## config.mk

```make
export PLATFORM = sky130hd
export DESIGN_NAME = ad9228_serial_tx
export DESIGN_NICKNAME = d
export VERILOG_FILES = /design/src/rtl/ad9228_serial_tx.sv
export SDC_FILE = /design/constraint.sdc
export NUM_CORES = 1
export LEC_CHECK = 0
export ABC_AREA = 1
export CAP_MARGIN = 20
export CORE_MARGIN = 8
export CORE_UTILIZATION = 35
export CTS_BUF_LIST = sky130_fd_sc_hd__clkbuf_8 sky130_fd_sc_hd__clkbuf_16
export CTS_CLUSTER_SIZE = 25
export DETAILED_ROUTE_END_ITERATION = 7
export SLEW_MARGIN = 20
export SYNTH_ARGS = -nofsm -noshare
export SYNTH_HDL_FRONTEND = slang
export SYNTH_SLANG_ARGS = --single-unit
```

## constraint.sdc

```tcl
create_clock -name clk -period 5.1 [get_ports clk]
set_clock_uncertainty 0.05 [all_clocks]
set_input_delay 1.02 -clock clk [delete_from_list [all_inputs] [get_ports clk]]
set_output_delay 1.02 -clock clk [all_outputs]
set_load 0.02 [all_outputs]
```

## src/rtl/ad9228_serial_tx.sv

```systemverilog
// AD9228 single-channel serial output emulator: parallel samples in over
// valid/ready, DDR din/dco/fco out, MSB first, one clk per half bit.
//
// Ports:
//   clk, rstn          - fabric clock (2x bit rate), sync active-low reset
//   enable             - start/stop serial output (frames never truncated)
//   test_mode          - send internal ramp (AD9228_TX_TESTPAT_EN builds only)
//   s_data/s_valid/s_ready - sample handshake, ready only on IDLE/load cycles
//   din, dco, fco      - registered serial data, bit clock, frame clock
//   underflow          - pulse on a load cycle that repeats the last word
//   frames_sent        - completed-frame counter, wraps at 16 bits
//
// Optional feature macro: AD9228_TX_TESTPAT_EN (internal ramp generator).
// DATA_WIDTH must be even and >= 4.

module ad9228_serial_tx #(
    parameter int DATA_WIDTH   = 12,
    parameter bit DIN_INVERTED = 1'b0,
    parameter bit DCO_INVERTED = 1'b0,
    parameter bit FCO_INVERTED = 1'b0
) (
    input  logic                  clk,
    input  logic                  rstn,
    input  logic                  enable,
    input  logic                  test_mode,
    input  logic [DATA_WIDTH-1:0] s_data,
    input  logic                  s_valid,
    output logic                  s_ready,
    output logic                  din,
    output logic                  dco,
    output logic                  fco,
    output logic                  underflow,
    output logic [15:0]           frames_sent
);

    localparam int FRAME = 2 * DATA_WIDTH;
    localparam int CW    = $clog2(FRAME);

    localparam logic [CW-1:0] C_LAST = CW'(FRAME - 1);
    localparam logic [CW-1:0] C_HALF = CW'(DATA_WIDTH);

    typedef enum logic {
        IDLE,
        RUN
    } state_t;

    state_t                state_q, state_d;
    logic [CW-1:0]         cnt_q, cnt_d;
    logic [DATA_WIDTH-1:0] word_q, word_d;
    logic [15:0]           frames_q, frames_d;
    logic                  din_q, dco_q, fco_q;
    logic                  din_d, dco_d, fco_d;
    logic [DATA_WIDTH-1:0] shifted;
    logic                  load;
    logic                  tp;

`ifdef AD9228_TX_TESTPAT_EN
    logic [DATA_WIDTH-1:0] ramp_q, ramp_d;
    assign tp = test_mode;
`else
    // Without the ramp generator test_mode has no effect.
    assign tp = test_mode & 1'b0;
`endif

    assign load = (state_q == RUN) && (cnt_q == C_LAST);

    always_comb begin
        state_d   = state_q;
        cnt_d     = cnt_q;
        word_d    = word_q;
        frames_d  = frames_q;
        s_ready   = 1'b0;
        underflow = 1'b0;
`ifdef AD9228_TX_TESTPAT_EN
        ramp_d    = ramp_q;
`endif
        if (state_q == IDLE) begin
            s_ready = rstn && enable && !tp;
            cnt_d   = '0;
            if (enable && tp) begin
                state_d = RUN;
                word_d  = '0;
`ifdef AD9228_TX_TESTPAT_EN
                ramp_d  = DATA_WIDTH'(1);
`endif
            end else if (s_valid && s_ready) begin
                state_d = RUN;
                word_d  = s_data;
            end
        end else begin
            cnt_d = cnt_q + CW'(1);
            if (load) begin
                cnt_d    = '0;
                frames_d = frames_q + 16'd1;
                if (!enable) begin
                    state_d = IDLE;
                end else if (tp) begin
`ifdef AD9228_TX_TESTPAT_EN
                    word_d = ramp_q;
                    ramp_d = ramp_q + DATA_WIDTH'(1);
`endif
                end else begin
                    s_ready = rstn;
                    if (s_valid) begin
                        word_d = s_data;
                    end else begin
                        // No new sample: the shift word is simply reused.
                        underflow = rstn;
                    end
                end
            end
        end
    end

    // Outputs are derived from next state so the registered pins line
    // up with the frame position the block is entering.
    always_comb begin
        shifted = word_d << cnt_d[CW-1:1];
        din_d   = 1'b0;
        dco_d   = 1'b0;
        fco_d   = 1'b0;
        if (state_d == RUN) begin
            din_d = shifted[DATA_WIDTH-1];
            dco_d = cnt_d[1] ^ cnt_d[0];
            fco_d = cnt_d < C_HALF;
        end
    end

    always_ff @(posedge clk) begin
        if (!rstn) begin
            state_q  <= IDLE;
            cnt_q    <= '0;
            word_q   <= '0;
            frames_q <= '0;
            din_q    <= DIN_INVERTED;
            dco_q    <= DCO_INVERTED;
            fco_q    <= FCO_INVERTED;
`ifdef AD9228_TX_TESTPAT_EN
            ramp_q   <= '0;
`endif
        end else begin
            state_q  <= state_d;
            cnt_q    <= cnt_d;
            word_q   <= word_d;
            frames_q <= frames_d;
            din_q    <= din_d ^ DIN_INVERTED;
            dco_q    <= dco_d ^ DCO_INVERTED;
            fco_q    <= fco_d ^ FCO_INVERTED;
`ifdef AD9228_TX_TESTPAT_EN
            ramp_q   <= ramp_d;
`endif
        end
    end

    assign din         = din_q;
    assign dco         = dco_q;
    assign fco         = fco_q;
    assign frames_sent = frames_q;

endmodule

```

==> flow_summary.ini, run 1 <==
[status]
status = finished, final reports clean

[sta]
fmax_ghz = 0.277
timing.hold.ws_ns = 0.455
fin_crit_sh_pct = 70.8
finalHoldViolCount = 0
slew_violations = 0
worstMarginPinSlew_ns = 0.463
setup_tns_ns = 0
min_period_ns = 3.61
rsz0062_at_grt = no
finalSetupViolations = 0
worst_slack_ns = 1.49
slew_headroom_pct = 69.1

[drt]
via_count = 2053
top_layer_used = met4
final_antenna_net_count = 0
viasPerCell = 4.71
drt_iter0_drc = 107
drc = 0
drtPass1Iterations = 4
wl_met3_um = 279
wirelength_mm = 5.32
wl_met2_mm = 2.37
drt-met1-wl_mm = 2.60
routedWlPerCell_um = 12.2

[cells_and_area]
diodes = 0
drive_gt1_share_pct = 9.97
syn2layout_area_growth_pct = 22.9
fin_util_pct = 44.8
postLayoutCellArea_sq_mm = 0.00267
fin_nets = 379

[clock_network]
tritoncts = done
postCtsResizedCells = 0
cts_hold_buf = 0
ctsRootBufferMaster = clkbuf_8
cts.sinks = 37
postCtsSetupBuffers = 0
clock_latency_ns = 0.29
cts_max_level = 2
cts_made_buffers = 5
clkTransAtPathRegs_ns = 0.08
cts_buffer_depth = 2

[global_route]
grt_max_degree = 23
grt_pass1_vias = 2007
grt_pass1_wl_mm = 9.24
track_usage_pct = 12.6
antenna_found_initial = 0
gr-total-overflow = 0

[setup_path]
end_kind = output port
crit_path_start_kind = primary input
crit_type = in -> out
crit_fanout = 14
cp.required_ns = 4.03
arrival_ns = 2.54

[synth]
yosysSeqAreaShare_pct = 34.1
synth_top_family_by_area = simple AND/OR/NAND/NOR gates
synthAdderAreaFrac_pct = 1.15
synthMuxAreaShare_pct = 0
ys_types = 35
synth_top_area_share_pct = 34.1
postSynthAreaPerCell_sq_um = 6.71
ys_ff_latch = 37
synth-simple-area-share_pct = 33.2
synth_area_sq_mm = 0.00217
synth_area_leaders = dfxtp_1 34%, nand2_1 12%, inv_1 8.5%, a21oi_1 6.4%, nand3_1 5.5%
synth_top_area_cell = dfxtp_1
synth-compound-area-share_pct = 17.2
syn-num-nets = 343
yosysWarnings = 0
synth_xor_area_share_pct = 1.21
synthCells = 324

[min_path]
hold_class = reg -> reg

[place]
numPortBuffers = 36
placed_area_sq_mm = 0.00257
dpl.hpwl_mm = 3.83
gp_congestion = 0.795
pre_cts_ws_ns = 1.49

[floorplan]
row_count = 28
io_pins = 38
die_area_sq_mm = 0.00899
start_util_pct = 36.5
core_sq_mm = 0.00596
die_x_um = 94.8
dieHeight_um = 94.8

[flow_run]
drv_cap = 0

[pwr]
power_density_mw_per_mm2 = 226
vdd_drop_max_mv = 0.172
p_leak_nw = 1.13
## cell type report
| class | count | area, sq um |
|---|---|---|
| Timing Repair Buffer | 39 | 383 |
| Multi-Input combinational cell | 223 | 1150 |
| Fill cell | 632 | 3290 |
| Clock inverter | 2 | 13.8 |
| Sequential cell | 37 | 741 |
| Clock buffer | 6 | 82.6 |
| Inverter | 54 | 209 |
| Tap cell | 75 | 93.8 |
## cell usage in the layout, fill, tap and decap left out, drive strengths merged, types with 4 or more instances in the layout
master	Yosys	final
nand3	26	26
o21ai	30	30
nor2	35	35
clkbuf	3	6
clkdlybuf4s50	0	36
nand2	77	77
dfxtp	37	37
inv	52	52
a21oi	31	31
clkinv	2	4
nor3	10	10
## state kept, by name, summed over array words and instances (netlist names)
register	count
din	1
frames_sent	16
cnt_q	5
word_q	12
state_q	1
dco	1
fco	1
## synth_stat cells (all sizes together)
library cell,n
nor3,10
buf,7
o221a,1
and3,1
nand2,77
a21oi,31
clkinv,2
a211oi,2
xor2,1
nor2,35
o211ai,3
clkbuf,3
dfxtp,37
nand3,26
o21ai,30
xnor2,2
inv,52
ha,2
nand4,2
## per-stage QoR
step,power [mW],cells
6_report,0.604,436
5_1_grt,0.634,436
4_1_cts,0.610,436
3_5_place_dp,0.390,428
3_3_place_gp,0.390,428
2_1_floorplan,0.361,324
## logic make-up after synthesis
group                      after synthesis
DFF                                     37
xor gates and xnor gates                 3
buffers and inverters                   64
AOI/OAI and AO/OA                       67
adders and majority gates                2
and+or+nand+nor                        151
## path summary, 6_finish.rpt
path	startpoint	end	slack, ns	depth (start not counted)
worst min-delay path	frames_sent[14]	frames_sent[14]	0.46	2
worst max register to register	state_q	din	2.80	10
worst min register to register	frames_sent[14]	frames_sent[14]	0.46	2
worst max-delay path	rstn	underflow	1.49	5
## power breakdown
part / leakage, nW / internal, mW / switching, mW / total (mW)
logic: 0.781 / 0.0341 / 0.0482 / 0.0822
clock network: 0.0512 / 0.110 / 0.110 / 0.220
registers: 0.300 / 0.297 / 0.00489 / 0.302
total: 1.13 / 0.440 / 0.163 / 0.604
## per-layer routing
layer | global-route usage, % | vias up
met5 | 0 | -
li1 | - | 1107
met1 | 16.0 | 893
met2 | 20.5 | 46
met4 | 3.90 | 0
met3 | 3.10 | 7
## critical path: stages
cell and delay [ns]:
clkdlybuf4s50_1 0.45, buf_4 0.19, nand2_1 0.09, nor3_1 0.16, clkdlybuf4s50_1 0.63
No activity file was read; power rests on OpenSTA's default activity.
==> inputs of run 2 (changes only) <==
clock period = 3.6 ns   (was 5.1 ns; I/O delays follow)
==> run 2 against run 1 <==
- worst setup slack worse by 0.91 ns
- non-clock buffer count increased by 1
- critical path depth decreased by 1
- total power rose by 39%
- sequential power rose by 41%
- final cell count is the same
- critical path type unchanged
==> flow_summary.ini, run 2 (synthesized netlist as in run 1, its figures left out) <==
[pwr]
power_density_mw_per_mm2 = 314
fin_total_pwr_mw = 0.837
vdd_drop_max_mv = 0.196
p_leak_nw = 1.13

[floorplan]
core_sq_mm = 0.00596
row_count = 28
start_util_pct = 36.5
dieHeight_um = 94.8
die_x_um = 94.8
die_area_sq_mm = 0.00899
io_pins = 38

[drt]
final_antenna_net_count = 0
via_count = 2072
wirelength_mm = 5.37
routedWlPerCell_um = 12.3
drtPass1Iterations = 4
viasPerCell = 4.75
drt_iter0_drc = 70
drc = 0

[min_path]
hold_depth = 2
hold_class = reg -> reg

[sta]
finalSetupViolations = 0
min_period_ns = 3.02
fin_crit_sh_pct = 84.0
slew_violations = 0
rsz0062_at_grt = no
fmax_ghz = 0.331
worstMarginPinSlew_ns = 0.461
finalHoldViolCount = 0
setup_tns_ns = 0
slew_headroom_pct = 69.0

[clock_network]
ctsRootBufferMaster = clkbuf_8
postCtsResizedCells = 0
clkTransAtPathRegs_ns = 0.07
cts_hold_buf = 0
cts_buffer_depth = 2
clock_latency_ns = 0.29
postCtsSetupBuffers = 0
cts_max_level = 2
cts_made_buffers = 5
cts.sinks = 37
tritoncts = done

[cells_and_area]
multi_input_area_sq_mm = 0.00115
fin_nets = 380
final_cell_mix = 71 x nand2_1, 50 x inv_1, 37 x dfxtp_1
nFillCells = 631
layout_commonest_cell = nand2_1
seq_area_sq_um = 741
postLayoutCellArea_sq_mm = 0.00267
largest_register_ffs = 16
syn2layout_area_growth_pct = 22.7
drive_gt1_share_pct = 9.70
diodes = 0

[setup_path]
end_kind = output port
max_stage_delay_ns = 0.64
cp_cell_sequence = clkdlybuf4s50_1 > nand2_1 > nor3_1 > clkdlybuf4s50_1
crit_type = in -> out
crit_family = buffers and inverters
crit_fanout = 6
crit_top_cell = clkdlybuf4s50_1
cp.required_ns = 2.83
critical_path.slowest_cell = clkdlybuf4s50_1
crit_path_start_kind = primary input
worst-path-buf-inv = 2
arrival_ns = 2.25
r2r_cells = 12
cp.depth = 4

[global_route]
track_usage_pct = 12.8
grt_pass1_vias = 1917
grt_use_met3_pct = 4.60
top_usage_layer = met2
gr-total-overflow = 0
grt_max_degree = 25
antenna_found_initial = 0
globalRouteMet1Util_pct = 15.8
use_met2_pct = 20.3
grt_pass1_wl_mm = 9.14

[place]
numPortBuffers = 36
gp_congestion = 0.831
placed_area_sq_mm = 0.00258
dpl.hpwl_mm = 3.89

[flow_run]
drv_cap = 0

[status]
status = finished, final reports clean
[run 2: worst register-to-register path: cells and delay by family, from the launching register on]
kind            cells  cell delay (ns)
simple gates        9             0.99
flops               1             0.40
compound gates      1             0.29
fa+ha+maj           1             0.21
buf+inv             1             0.04
[run 2: area by class of cell]
cell class,count,share of cell area (%)
Sequential cell,37,27.8
Clock inverter,1,0.141
Tap cell,75,3.52
Timing Repair Buffer,40,14.6
Inverter,54,7.83
Multi-Input combinational cell,223,43.0
Clock buffer,6,3.10
[run 2: path summary, 6_finish.rpt]
check                  start         endpoint  slack (ns)
max reg2reg         cnt_q[0]              din        1.53
min          frames_sent[15]  frames_sent[15]        0.46
max                   enable        underflow        0.58
min reg2reg  frames_sent[15]  frames_sent[15]        0.46
[run 2: routing by layer]
layer | routed length, um | share of wire (%)
met3 | 258 | 4.8
met1 | 2650 | 49
met2 | 2410 | 45
met4 | 57 | 1.1
met5 | 0 | 0
[run 2: per-stage QoR]
| stage | setup slack, ns | utilization [%] | hold WS, ns | cells |
|---|---|---|---|---|
| after floorplan | 1.44 | - | 0.417 | 324 |
| after global placement | 0.577 | 43.3 | 0.440 | 429 |
| after detailed placement | 0.585 | 43.3 | 0.449 | 429 |
| after CTS | 0.585 | 44.8 | 0.462 | 436 |
| after global routing | 0.516 | 44.8 | 0.486 | 436 |
| final | 0.576 | 44.8 | 0.459 | 436 |
[run 2: where the power goes]
group	total, mW	leakage [nW]	internal (mW)	switching, mW
logic	0.119	0.786	0.0492	0.0700
registers	0.426	0.300	0.421	0.00547
clock network	0.292	0.0485	0.149	0.143
==> inputs of run 3 (changes only) <==
clock period = 3.1 ns   (was 3.6 ns; I/O delays follow)
==> run 3 against run 2 <==
- highest routed layer unchanged
- critical path type is now reg -> out
- wire length up 0.32%
- critical endpoint unchanged
- sequential cell count unchanged
- utilization up 0.13 points
- critical path depth up 2
- total power up 17%
- largest cell class unchanged
==> flow_summary.ini, run 3 (synthesized netlist as in run 1, its figures left out) <==
[pwr]
p_seq_share_pct = 50.5
p_leak_nw = 1.14
power_frac_comb_pct = 14.4
vdd_drop_max_mv = 0.222
swShare_pct = 26.5
power_frac_clock_pct = 35.1
switchingPower_mw = 0.259
intPower_mw = 0.719
power_density_mw_per_mm2 = 366

[place]
gp_congestion = 0.825
numPortBuffers = 36
dpl.hpwl_mm = 3.84
placed_cells_incl_taps = 430
placed_area_sq_mm = 0.00259

[status]
status = finished, final reports clean

[min_path]
hold_depth = 2
worstHoldStart = frames_sent[4]
hold_class = reg -> reg
hold_path_end = frames_sent[4]

[sta]
setup_tns_ns = 0
timing.hold.ws_ns = 0.454
slew_headroom_pct = 73.2
fmax_ghz = 0.361
min_period_ns = 2.77
fin_crit_sh_pct = 89.5
worstMarginPinSlew_ns = 0.397
rsz0062_at_grt = no
finalHoldViolCount = 0
slew_violations = 0
finalSetupViolations = 0

[cells_and_area]
postLayoutCellArea_sq_mm = 0.00268
final_cells = 437
largest_register_ffs = 16
layout_commonest_cell = nand2_1
syn2layout_area_growth_pct = 23.1
final_cell_mix = 71 x nand2_1, 50 x inv_1, 37 x dfxtp_1
drive_gt1_share_pct = 9.94
diodes = 0
fin_nets = 381

[clock_network]
cts_max_level = 2
cts_made_buffers = 5
clock_latency_ns = 0.29
cts_hold_buf = 0
ctsRootBufferMaster = clkbuf_8
cts_buffer_depth = 2
postCtsResizedCells = 0
clkTransAtPathRegs_ns = 0.07
cts.sinks = 37
postCtsSetupBuffers = 0
tritoncts = done

[flow_run]
drv_cap = 0

[global_route]
grt_max_degree = 27
track_usage_pct = 13.0
antenna_found_initial = 0
grt_pass1_vias = 2026
gr-total-overflow = 0
grt_pass1_wl_mm = 9.31

[setup_path]
cp.required_ns = 2.43
r2r_setup_slack_ns = 1.05
end_kind = output port
crit-reg2reg-launch = cnt_q[0]
crit_fanout = 10
r2r_cells = 12
worstReg2RegEnd = frames_sent[14]
crit_type = reg -> out
crit_path_start_kind = flip-flop
arrival_ns = 2.10

[floorplan]
die_x_um = 94.8
die_area_sq_mm = 0.00899
dieHeight_um = 94.8
start_util_pct = 36.5
row_count = 28
core_sq_mm = 0.00596
io_pins = 38

[drt]
drc = 0
drt_iter0_drc = 86
viasPerCell = 4.81
via_count = 2102
final_antenna_net_count = 0
routedWlPerCell_um = 12.3
wirelength_mm = 5.39
drtPass1Iterations = 4
-- run 3: changes by cell type in the layout (fill, tap and decap cells not counted), sizes merged --
cell and change:
buf +1
-- run 3: critical path, stage by stage, from the launching register on --
cell and delay [ns]:
dfxtp_1 0.40, ha_1 0.20, nand2_2 0.09, nor2_4 0.16, nand3_4 0.16, nor3_1 0.17
clkdlybuf4s50_1 0.63
-- run 3: power by group through the flow --
stage | sequential (mW) | combinational (mW) | clock [mW]
after detailed placement | 0.505 | 0.140 | 0
after global routing | 0.495 | 0.159 | 0.377
after global placement | 0.505 | 0.139 | 0
after CTS | 0.494 | 0.141 | 0.352
after floorplan | 0.506 | 0.0886 | 0
final | 0.494 | 0.141 | 0.343
-- run 3: worst max-delay path by stage --
stage	startpoint	endpoint	slack, ns	cells past startpoint
after CTS	cnt_q[0]	underflow	0.29	6
after global routing	cnt_q[0]	underflow	0.13	6
final	cnt_q[0]	underflow	0.33	6
after detailed placement	s_valid	din	0.39	12
after floorplan	cnt_q[0]	underflow	1.04	5
after global placement	s_valid	din	0.38	12
-- run 3: per-layer routing --
layer / vias to the layer above / wire (um) / global-route usage, %
met5: - / 0 / 0
met4: 0 / 127 / 5.98
met3: 12 / 214 / 3.02
met2: 40 / 2360 / 20.9
met1: 942 / 2690 / 16.1
li1: 1108 / - / -
-- run 3: final cells by class --
| cell class | count | area, sq um |
|---|---|---|
| fill | 621 | 3280 |
| multi-input combinational | 223 | 1150 |
| sequential | 37 | 741 |
| timing repair buffer | 41 | 398 |
| inverter | 54 | 209 |
| tap | 75 | 93.8 |
| clock buffer | 6 | 82.6 |
| clock inverter | 1 | 3.75 |
-- run 3: per-stage QoR --
stage          utilization (%)  power, mW  setup WS (ns)
2_1_floorplan                -      0.594           1.04
3_3_place_gp              43.5      0.644          0.381
3_5_place_dp              43.5      0.645          0.394
4_1_cts                   44.9      0.988          0.289
5_1_grt                   44.9       1.03          0.133
6_report                  44.9      0.978          0.327
